## src/rtl/instr_encoder.sv

```systemverilog
// -----------------------------------------------------------------------------
// instr_encoder
//
// Packs register/function fields and a decode-style 32-bit immediate back into
// an RV32I instruction word. This is the inverse of the immediate-extension
// path. It feeds the boot/debug instruction-injection path into fetch.
//
// Structure:
// - The encoder is combinational. Its result is registered straight into a
//   small output FIFO, so the first word appears one cycle after acceptance.
//   There is no combinational path from the input side to the output side.
// - The FIFO head is held in output registers. out_instr and out_err therefore
//   stay stable while the consumer stalls, and keep their last value when the
//   FIFO is empty.
//
// Parameters:
//   FIFO_DEPTH  output buffer entries (power of two, >= 2)
//   CNT_W       width of the encoded-instruction counter
//
// Ports:
//   clk        rising-edge clock
//   rst_n      synchronous active-low reset
//   in_valid   request valid
//   in_ready   encoder can accept (FIFO not full, forced low in reset)
//   in_type    000 I, 001 S, 010 B, 011 J, 100 U, 101 R, 110/111 illegal
//   in_opcode  opcode field
//   in_rd      destination register
//   in_rs1     source register 1
//   in_rs2     source register 2
//   in_funct3  funct3 field
//   in_funct7  funct7 field (R-type only)
//   in_imm     byte-offset / value immediate as produced by decode extension
//   out_valid  encoded word available
//   out_ready  consumer accepts
//   out_instr  encoded instruction word
//   out_err    word flagged (illegal type, or unrepresentable immediate)
//   enc_count  number of words transferred on the output side (wraps)
//
// Build option:
//   INSTR_ENC_RANGE_CHECK_EN
//     When defined, out_err is also raised if in_imm cannot be represented by
//     the selected type. The word is still encoded by truncation.
//     When undefined, no range-check logic is built.
// -----------------------------------------------------------------------------
module instr_encoder #(
  parameter int FIFO_DEPTH = 2,
  parameter int CNT_W      = 16
) (
  input  logic             clk,
  input  logic             rst_n,
  input  logic             in_valid,
  output logic             in_ready,
  input  logic [2:0]       in_type,
  input  logic [6:0]       in_opcode,
  input  logic [4:0]       in_rd,
  input  logic [4:0]       in_rs1,
  input  logic [4:0]       in_rs2,
  input  logic [2:0]       in_funct3,
  input  logic [6:0]       in_funct7,
  input  logic [31:0]      in_imm,
  output logic             out_valid,
  input  logic             out_ready,
  output logic [31:0]      out_instr,
  output logic             out_err,
  output logic [CNT_W-1:0] enc_count
);

  // FIFO_DEPTH is a power of two and at least 2, so PTR_W is at least 1 and
  // the pointers wrap naturally modulo the depth.
  localparam int PTR_W = $clog2(FIFO_DEPTH);
  localparam int OCC_W = PTR_W + 1;
  localparam logic [OCC_W-1:0] OCC_FULL = OCC_W'(FIFO_DEPTH);
  localparam logic [31:0]      NOP_WORD = 32'h0000_0013;   // addi x0,x0,0

  typedef enum logic [2:0] {
    TYPE_I = 3'b000,
    TYPE_S = 3'b001,
    TYPE_B = 3'b010,
    TYPE_J = 3'b011,
    TYPE_U = 3'b100,
    TYPE_R = 3'b101
  } imm_type_e;

  imm_type_e type_sel;
  assign type_sel = imm_type_e'(in_type);

  // ---------------------------------------------------------------------------
  // Field packing
  // ---------------------------------------------------------------------------
  logic [31:0] enc_word;
  logic        enc_illegal;
  logic        enc_err;

  always_comb begin
    enc_word    = NOP_WORD;
    enc_illegal = 1'b0;
    case (type_sel)
      TYPE_I: enc_word = {in_imm[11:0], in_rs1, in_funct3, in_rd, in_opcode};
      TYPE_S: enc_word = {in_imm[11:5], in_rs2, in_rs1, in_funct3,
                          in_imm[4:0], in_opcode};
      TYPE_B: enc_word = {in_imm[12], in_imm[10:5], in_rs2, in_rs1, in_funct3,
                          in_imm[4:1], in_imm[11], in_opcode};
      TYPE_J: enc_word = {in_imm[20], in_imm[10:1], in_imm[11], in_imm[19:12],
                          in_rd, in_opcode};
      TYPE_U: enc_word = {in_imm[31:12], in_rd, in_opcode};
      TYPE_R: enc_word = {in_funct7, in_rs2, in_rs1, in_funct3, in_rd, in_opcode};
      default: begin
        // Codes 110/111: inject a harmless NOP and flag it.
        enc_word    = NOP_WORD;
        enc_illegal = 1'b1;
      end
    endcase
  end

`ifdef INSTR_ENC_RANGE_CHECK_EN
  // An immediate is representable when every bit above the encoded sign bit
  // equals that sign bit. Branch and jump offsets must also be even, because
  // bit 0 is not encoded for them. U-type carries only the upper 20 bits.
  logic imm_unrep;

  always_comb begin
    imm_unrep = 1'b0;
    case (type_sel)
      TYPE_I, TYPE_S: imm_unrep = !((&in_imm[31:11]) || !(|in_imm[31:11]));
      TYPE_B:         imm_unrep = !((&in_imm[31:12]) || !(|in_imm[31:12]))
                                  || in_imm[0];
      TYPE_J:         imm_unrep = !((&in_imm[31:20]) || !(|in_imm[31:20]))
                                  || in_imm[0];
      TYPE_U:         imm_unrep = |in_imm[11:0];
      default:        imm_unrep = 1'b0;
    endcase
  end

  assign enc_err = enc_illegal || imm_unrep;
`else
  assign enc_err = enc_illegal;
`endif

  // ---------------------------------------------------------------------------
  // Output FIFO
  // ---------------------------------------------------------------------------
  logic [31:0]      mem_instr [FIFO_DEPTH];
  logic             mem_err   [FIFO_DEPTH];

  logic [PTR_W-1:0] wr_ptr_reg;
  logic [PTR_W-1:0] wr_ptr_next;
  logic [PTR_W-1:0] rd_ptr_reg;
  logic [PTR_W-1:0] rd_ptr_next;
  logic [OCC_W-1:0] count_reg;
  logic [OCC_W-1:0] count_next;
  logic [31:0]      out_instr_reg;
  logic             out_err_reg;
  logic [CNT_W-1:0] enc_count_reg;

  logic             push;
  logic             pop;
  logic             head_from_input;
  logic [31:0]      head_instr;
  logic             head_err;

  // Ready depends only on occupancy (and reset), never on in_valid. A full
  // FIFO therefore refuses a push even while it is popping in the same cycle.
  assign in_ready  = rst_n && (count_reg != OCC_FULL);
  assign out_valid = (count_reg != '0);

  assign push = in_valid && in_ready;
  assign pop  = out_valid && out_ready;

  always_comb begin
    wr_ptr_next = push ? wr_ptr_reg + PTR_W'(1) : wr_ptr_reg;
    rd_ptr_next = pop  ? rd_ptr_reg + PTR_W'(1) : rd_ptr_reg;
    count_next  = count_reg + OCC_W'(push) - OCC_W'(pop);

    // The incoming word becomes the new head when nothing else remains ahead
    // of it. In that case it lands at the slot that rd_ptr_next selects.
    // Storage still holds the old contents of that slot this cycle, so the
    // new word is bypassed straight into the output registers.
    head_from_input = push && (wr_ptr_reg == rd_ptr_next);
    head_instr      = head_from_input ? enc_word : mem_instr[rd_ptr_next];
    head_err        = head_from_input ? enc_err  : mem_err[rd_ptr_next];
  end

  // Storage array. It has no reset: entries are only meaningful below the
  // occupancy count, and a reset clears the count.
  always_ff @(posedge clk) begin
    if (push) begin
      mem_instr[wr_ptr_reg] <= enc_word;
      mem_err[wr_ptr_reg]   <= enc_err;
    end
  end

  always_ff @(posedge clk) begin
    if (!rst_n) begin
      wr_ptr_reg    <= '0;
      rd_ptr_reg    <= '0;
      count_reg     <= '0;
      out_instr_reg <= '0;
      out_err_reg   <= 1'b0;
      enc_count_reg <= '0;
    end else begin
      wr_ptr_reg <= wr_ptr_next;
      rd_ptr_reg <= rd_ptr_next;
      count_reg  <= count_next;
      // Load the next head only when one exists. Otherwise the output holds
      // the last word shown.
      if (count_next != '0) begin
        out_instr_reg <= head_instr;
        out_err_reg   <= head_err;
      end
      if (pop) begin
        enc_count_reg <= enc_count_reg + CNT_W'(1);
      end
    end
  end

  assign out_instr = out_instr_reg;
  assign out_err   = out_err_reg;
  assign enc_count = enc_count_reg;

endmodule

```

## config.mk

```make
export PLATFORM = sky130hd
export DESIGN_NAME = instr_encoder
export DESIGN_NICKNAME = d
export VERILOG_FILES = /design/src/rtl/instr_encoder.sv
export SDC_FILE = /design/constraint.sdc
export NUM_CORES = 1
export LEC_CHECK = 0
export CAP_MARGIN = 20
export CORE_MARGIN = 4
export CORE_UTILIZATION = 25
export DETAILED_ROUTE_END_ITERATION = 8
export GPL_ROUTABILITY_DRIVEN = 1
export PLACE_DENSITY = 0.53
export SETUP_SLACK_MARGIN = 0.1
export SLEW_MARGIN = 20
export SYNTH_ARGS = -nofsm -noshare
export SYNTH_HDL_FRONTEND = slang
export SYNTH_SLANG_ARGS = --single-unit
```

## constraint.sdc

```tcl
create_clock -name clk -period 3.2 [get_ports clk]
set_input_delay 0.8 -clock clk [delete_from_list [all_inputs] [get_ports clk]]
set_output_delay 0.8 -clock clk [all_outputs]
set_load 0.01 [all_outputs]
```

==> metrics, run 1 <==
DR vias/cell=4.68; first-pass GRT wire length=23700 um; CTS buffer count=17; final core utilization=35.5%; Post-CTS Setup Bufs=0; mean post-synth cell area=about 11 um2; synth warn=0; CTS tree=done; DR pass1 iterations=6; gpl congestion=0.784; area grow syn2layout=39.1%; Gate Count Post-Synth=510; Final Max Slew Viols=0; Leak Pwr=2.86 nW; share of layout cells above drive strength 1=11.8%; core area=0.0219 mm2; routed wl met3=about 820 um; most common cell after layout, fill and taps aside=clkdlybuf4s50_1; num ports=122; WL final=between 10000 and 15000 um; CP Data Required Time=~3.5 ns; Arr. time, crit path=3.15 ns; critical-path maximum fanout=17; Final #Nets=706; Final setup violation count=0; Unique masters post-synth=47; crit path capture type=register; Max VDD drop=approximately 340 uV; Period minus WS final=about 2.8 ns; Hold Crit Class=register to register; max FFs per register=64; DR top layer=met4; EDFF count, synth=66; final total power=5.73 mW; clk sinks=roughly 120; Design Area, Final=0.00778 mm2; Cells after DPL=approximately 900; initial antenna violation count=0; Max clock buf depth=2; Hold Fails Final Rpt=0; row count=54; Synth Register Bits=between 100 and 150; Worst-Margin Slew=0.826 ns; DRT met1 WL=6890 um; CTS root buf=clkbuf_16; Initial Utilization=25.5%; PostCTS Resize Cnt=0; Seq/Total Area, Yosys=between 50% and 60%; max_cap viols=0; Final ANT Viol Nets=0; relative slew slack=approximately 45%; ys flop type=edfxtp_1; Worst Path Class, Setup=input pin to register; Overflow after GRT=0; Hold Slack=approximately 0.47 ns; Die H=158 um; status=finished, final reports clean; dpl hpwl=about 11000 um; placed inst area=0.00718 mm2; PD cells=737 mW/mm2; Clock Skew=0.0106 ns; FFs w/ async S/R, synth=0%; CTS hold repair buffers=0; Startpoint Class=input pin; WL/cell=16.2 um; largest net degree at the start of global routing=34; RSZ-0062 raised after global routing=no; n_diodes=0; Post-Syn Area=~0.0056 mm2; Syn Nets=584; Iteration-0 DRC Markers=214; GR Util All Layers=between 10% and 20%; via count=about 4300; Post-Layout Cell Count=925; Max Freq=354 MHz; most frequent cells in the layout=clkdlybuf4s50_1 (121), edfxtp_1 (66), nand2_1 (55); CTS H-Tree Depth=4; vias in the first global route=4403; met2 WL post-DR=7110 um; Port Buffers=about 120; Die X=between 150 and 200 um; fillers=2221; die footprint=between 0.02 and 0.025 mm2; Clock Pin Slew Worst Setup and Hold Paths=about 0.050 ns; Post-route DRC=0; Final period util=88.3%; clock latency at the later pin of the worst-skew pair=just over 0.4 ns
[routing by layer]
metal / global-route usage (%) / vias up
met5: 0 / -
met4: 3.20 / 0
met3: 3.93 / 17
met2: 20.1 / 114
met1: 15.6 / 2072
li1: - / 2128
[power breakdown]
part / switching [mW] / total, mW / internal, mW
Clock: 0.715 / 1.88 / 1.17
Combinational: 0.962 / 1.88 / 0.920
Sequential: 0.123 / 1.97 / 1.85
[synth_stat cells, types with 2 or more instances]
| library cell | instances | area (um2) |
|---|---|---|
| mux2_2 | 18 | 203 |
| edfxtp_1 | 66 | 1980 |
| and3_1 | 3 | 18.8 |
| o2bb2ai_1 | 6 | 52.6 |
| ha_1 | 3 | 37.5 |
| nand2b_1 | 16 | 100 |
| or2_2 | 6 | 37.5 |
| nand4_1 | 6 | 37.5 |
| a22oi_1 | 12 | 90.1 |
| buf_1 | 4 | 15.0 |
| mux2i_1 | 29 | 290 |
| nand4b_1 | 6 | 52.6 |
| a21oi_1 | 11 | 55.1 |
| a32o_1 | 15 | 150 |
| inv_1 | 5 | 18.8 |
| xor2_1 | 6 | 52.6 |
| and2_1 | 22 | 138 |
| a32oi_1 | 6 | 52.6 |
| a21boi_0 | 2 | 15.0 |
| nand3b_1 | 3 | 22.5 |
| a211oi_1 | 5 | 37.5 |
| o211ai_1 | 12 | 90.1 |
| xnor2_1 | 10 | 87.6 |
| clkbuf_1 | 19 | 71.3 |
| nor2b_1 | 9 | 56.3 |
| buf_4 | 4 | 30.0 |
| dfxtp_1 | 53 | 1060 |
| nor4_1 | 2 | 12.5 |
| o21a_1 | 2 | 15.0 |
| nand2_1 | 55 | 206 |
| nand3_1 | 22 | 110 |
| nor2_1 | 24 | 90.1 |
| o21ai_0 | 28 | 140 |
| buf_2 | 7 | 35.0 |
[kinds of logic after synthesis]
family	synth area share [%]
xor+xnor	3.00
buf+inv	3.11
flops	54.4
simple gates	16.3
compound gates	13.2
fa+ha+maj	0.672
mux	9.33
[worst paths after layout]
kind / start / end / slack [ns] / cells after the start
hold / removal: out_instr[14] / out_instr[14] / 0.47 / 2
setup / recovery: rst_n / out_instr[1] / 0.37 / 12
hold reg to reg: out_instr[14] / out_instr[14] / 0.47 / 2
setup reg to reg: count_reg[0] / out_instr[1] / 0.75 / 12
[layout make-up]
type | count | area (um2) | area share [%]
clock buffer | 18 | 429 | 5.52
timing repair buffer | 137 | 1380 | 17.8
sequential | 119 | 3040 | 39.1
inverter | 6 | 22.5 | 0.290
multi-input combinational | 351 | 2390 | 30.7
tap | 280 | 350 | 4.51
clock inverter | 14 | 163 | 2.09
[worst max-delay path: stages]
cell and delay [ns]:
clkdlybuf4s50_1 0.49, and2_1 0.16, nand2_1 0.08, ha_1 0.27, inv_1 0.03, ha_1 0.18, xnor2_1 0.13, xnor2_1 0.26
o21a_2 0.20, buf_4 0.24, o21ai_0 0.11, o21ai_0 0.17
[per-stage QoR]
step                      setup TNS (ns)  worst slack (ns)
final                                  0             0.373
after global routing                   0             0.202
after CTS                              0             0.375
after detailed placement         -0.0852           -0.0287
after global placement                 0            0.0557
after floorplan                        0             0.457
Note: power is estimated with default switching activity, not from simulation.
==> inputs of run 2 (changes only) <==
--- a/config.mk
+++ b/config.mk
@@ -10,7 +10,7 @@
 export CORE_UTILIZATION = 25
 export DETAILED_ROUTE_END_ITERATION = 8
 export GPL_ROUTABILITY_DRIVEN = 1
-export PLACE_DENSITY = 0.53
+export PLACE_DENSITY_LB_ADDON = 0.3
 export SETUP_SLACK_MARGIN = 0.1
 export SLEW_MARGIN = 20
 export SYNTH_ARGS = -nofsm -noshare
==> constraint.sdc (replaced) <==
create_clock -name clk -period 3.2 [get_ports clk]
set_input_delay 0.64 -clock clk [delete_from_list [all_inputs] [get_ports clk]]
set_output_delay 0.64 -clock clk [all_outputs]
set_load 0.01 [all_outputs]
==> metrics, run 2 (synthesis results as in run 1) <==
status=finished, final reports clean (unchanged); Max VDD drop=506 uV (was 338 uV); clk sinks=119 (unchanged); Buf+Inv Stages, Crit Path=3 (unchanged); WL/cell=16.0 um (was 16.2 um); CTS tree=done (unchanged); RSZ-0062 raised after global routing=no (unchanged); GR Util All Layers=11.9% (was 12.2%); Max clock buf depth=2 (unchanged); num ports=122 (unchanged); Post-Route Setup TNS=0 ns (unchanged); Cell Chain, Critical Path=clkdlybuf4s50_1 > and2_1 > nand2_1 > ha_1 > inv_1 > ha_1 > xnor2_1 > xnor2_1 > o21a_2 > buf_12 > o21ai_0 > o21ai_0 (was clkdlybuf4s50_1 > and2_1 > nand2_1 > ha_1 > inv_1 > ha_1 > xnor2_1 > xnor2_1 > o21a_2 > buf_4 > o21ai_0 > o21ai_0); Final period util=81.8% (was 88.3%); CTS hold repair buffers=0 (unchanged); DR pass1 iterations=4 (was 6); Iteration-0 DRC Markers=214 (unchanged); dpl hpwl=10300 um (was 10600 um); Die X=158 um (unchanged); clock latency at the later pin of the worst-skew pair=0.41 ns (about the same); Hold Crit Class=register to register (unchanged); Clock Pin Slew Worst Setup and Hold Paths=0.05 ns (about the same); critical-path maximum fanout=43 (was 17); Die H=158 um (unchanged); die footprint=0.0248 mm2 (unchanged); slowest cell on the critical path=clkdlybuf4s50_1 (unchanged); most common cell after layout, fill and taps aside=clkdlybuf4s50_1 (unchanged); Leak Pwr=2.87 nW (was 2.86 nW); Clock Skew=0.00683 ns (was 0.0106 ns); Initial Utilization=25.5% (unchanged); Port Buffers=121 (unchanged); largest net degree at the start of global routing=44 (was 34); CP Data Required Time=3.53 ns (about the same); Final Max Slew Viols=0 (unchanged); Post-route DRC=0 (unchanged); final total power=5.91 mW (was 5.73 mW); row count=54 (unchanged); initial antenna violation count=0 (unchanged); Final setup violation count=0 (unchanged); max FFs per register=64 (unchanged); Arr. time, crit path=2.94 ns (was 3.15 ns); core area=0.0219 mm2 (unchanged); Top delay family on crit path=buffers and inverters (unchanged); DR vias/cell=4.70 (was 4.68); CTS H-Tree Depth=4 (unchanged); Startpoint Class=input pin (unchanged); Final ANT Viol Nets=0 (unchanged); Crit path largest cell delay=0.48 ns (was 0.49 ns); CTS root buf=clkbuf_16 (unchanged); Place WS=0.170 ns (was -0.0287 ns); via count=4326 (was 4331); Worst Path Class, Setup=input pin to register (unchanged); area grow syn2layout=39.5% (was 39.1%); post-route setup slack=0.581 ns (was 0.373 ns); Period minus WS final=2.62 ns (was 2.83 ns); Worst-Margin Slew=0.836 ns (was 0.826 ns); relative slew slack=44.2% (was 44.8%); Final #Nets=702 (was 706); Post-CTS Setup Bufs=0 (unchanged); Hold Fails Final Rpt=0 (unchanged); WL final=14800 um (was 15000 um); gpl congestion=0.748 (was 0.784); vias in the first global route=4342 (was 4403); n_diodes=0 (unchanged); share of layout cells above drive strength 1=11.1% (was 11.8%); most frequent cells in the layout=clkdlybuf4s50_1 (121), edfxtp_1 (66), nand2_1 (55) (unchanged); first-pass GRT wire length=23200 um (was 23700 um); Overflow after GRT=0 (unchanged); max_cap viols=0 (unchanged); PostCTS Resize Cnt=0 (unchanged); CTS buffer count=17 (unchanged); Max Freq=382 MHz (was 354 MHz); crit path capture type=register (unchanged); PD cells=758 mW/mm2 (was 737 mW/mm2)
[run 2: cell count changes in the layout (fill, tap and decap cells not counted), moves of 2 or more]
| cell | change |
|---|---|
| bufinv_16 | +3 |
| clkbuf_8 | +2 |
| inv_6 | -6 |
| buf_4 | -3 |
[run 2: metal layers]
layer | vias up | GRT usage (%) | part of all wire, %
met3 | 13 | 3.66 | 5.5
li1 | 2118 | - | -
met5 | - | 0 | 0
met1 | 2072 | 15.2 | 45
met4 | 0 | 3.44 | 0.98
met2 | 123 | 19.6 | 48
[run 2: layout make-up]
cell class | count | area (um2)
fillers | 2176 | 14100
well taps | 280 | 350
clock inverters | 11 | 196
repair buffers | 133 | 1340
multi-input cells | 351 | 2390
inverters | 6 | 22.5
flip-flops and latches | 119 | 3040
clock buffers | 21 | 460
[run 2: worst register-to-register path, delay by kind of cell, from the launching register on]
kind / cells / cell delay (ns)
AO/OA/AOI/OAI: 3 / 0.47
adder cells (fa/ha/maj): 2 / 0.45
XOR/XNOR: 2 / 0.41
AND/OR/NAND/NOR: 3 / 0.40
flip-flops: 1 / 0.37
buffers and inverters: 2 / 0.27
[run 2: path summary, 6_finish.rpt]
path	startpoint	depth (start not counted)	slack, ns	to
max	rst_n	12	0.58	out_instr[2]
min	out_instr[20]	2	0.46	out_instr[20]
max reg2reg	count_reg[0]	12	0.76	out_instr[2]
min reg2reg	out_instr[20]	2	0.46	out_instr[20]
[run 2: power by group]
part	internal, mW	switching [mW]	total, mW
Clock	1.43	0.660	2.09
Combinational	0.903	0.953	1.86
Sequential	1.85	0.119	1.97
[run 2: per-stage QoR]
step | cell area [um2] | hold slack, ns | utilization, % | instances
finish | 7800 | 0.462 | 35.6 | 921
global route | 7800 | 0.489 | 35.6 | 921
CTS | 7800 | 0.467 | 35.6 | 921
detailed placement | 7140 | 0.452 | 32.6 | 889
global placement | 7140 | 0.451 | 32.6 | 889
floorplan | 5590 | 0.452 | - | 510
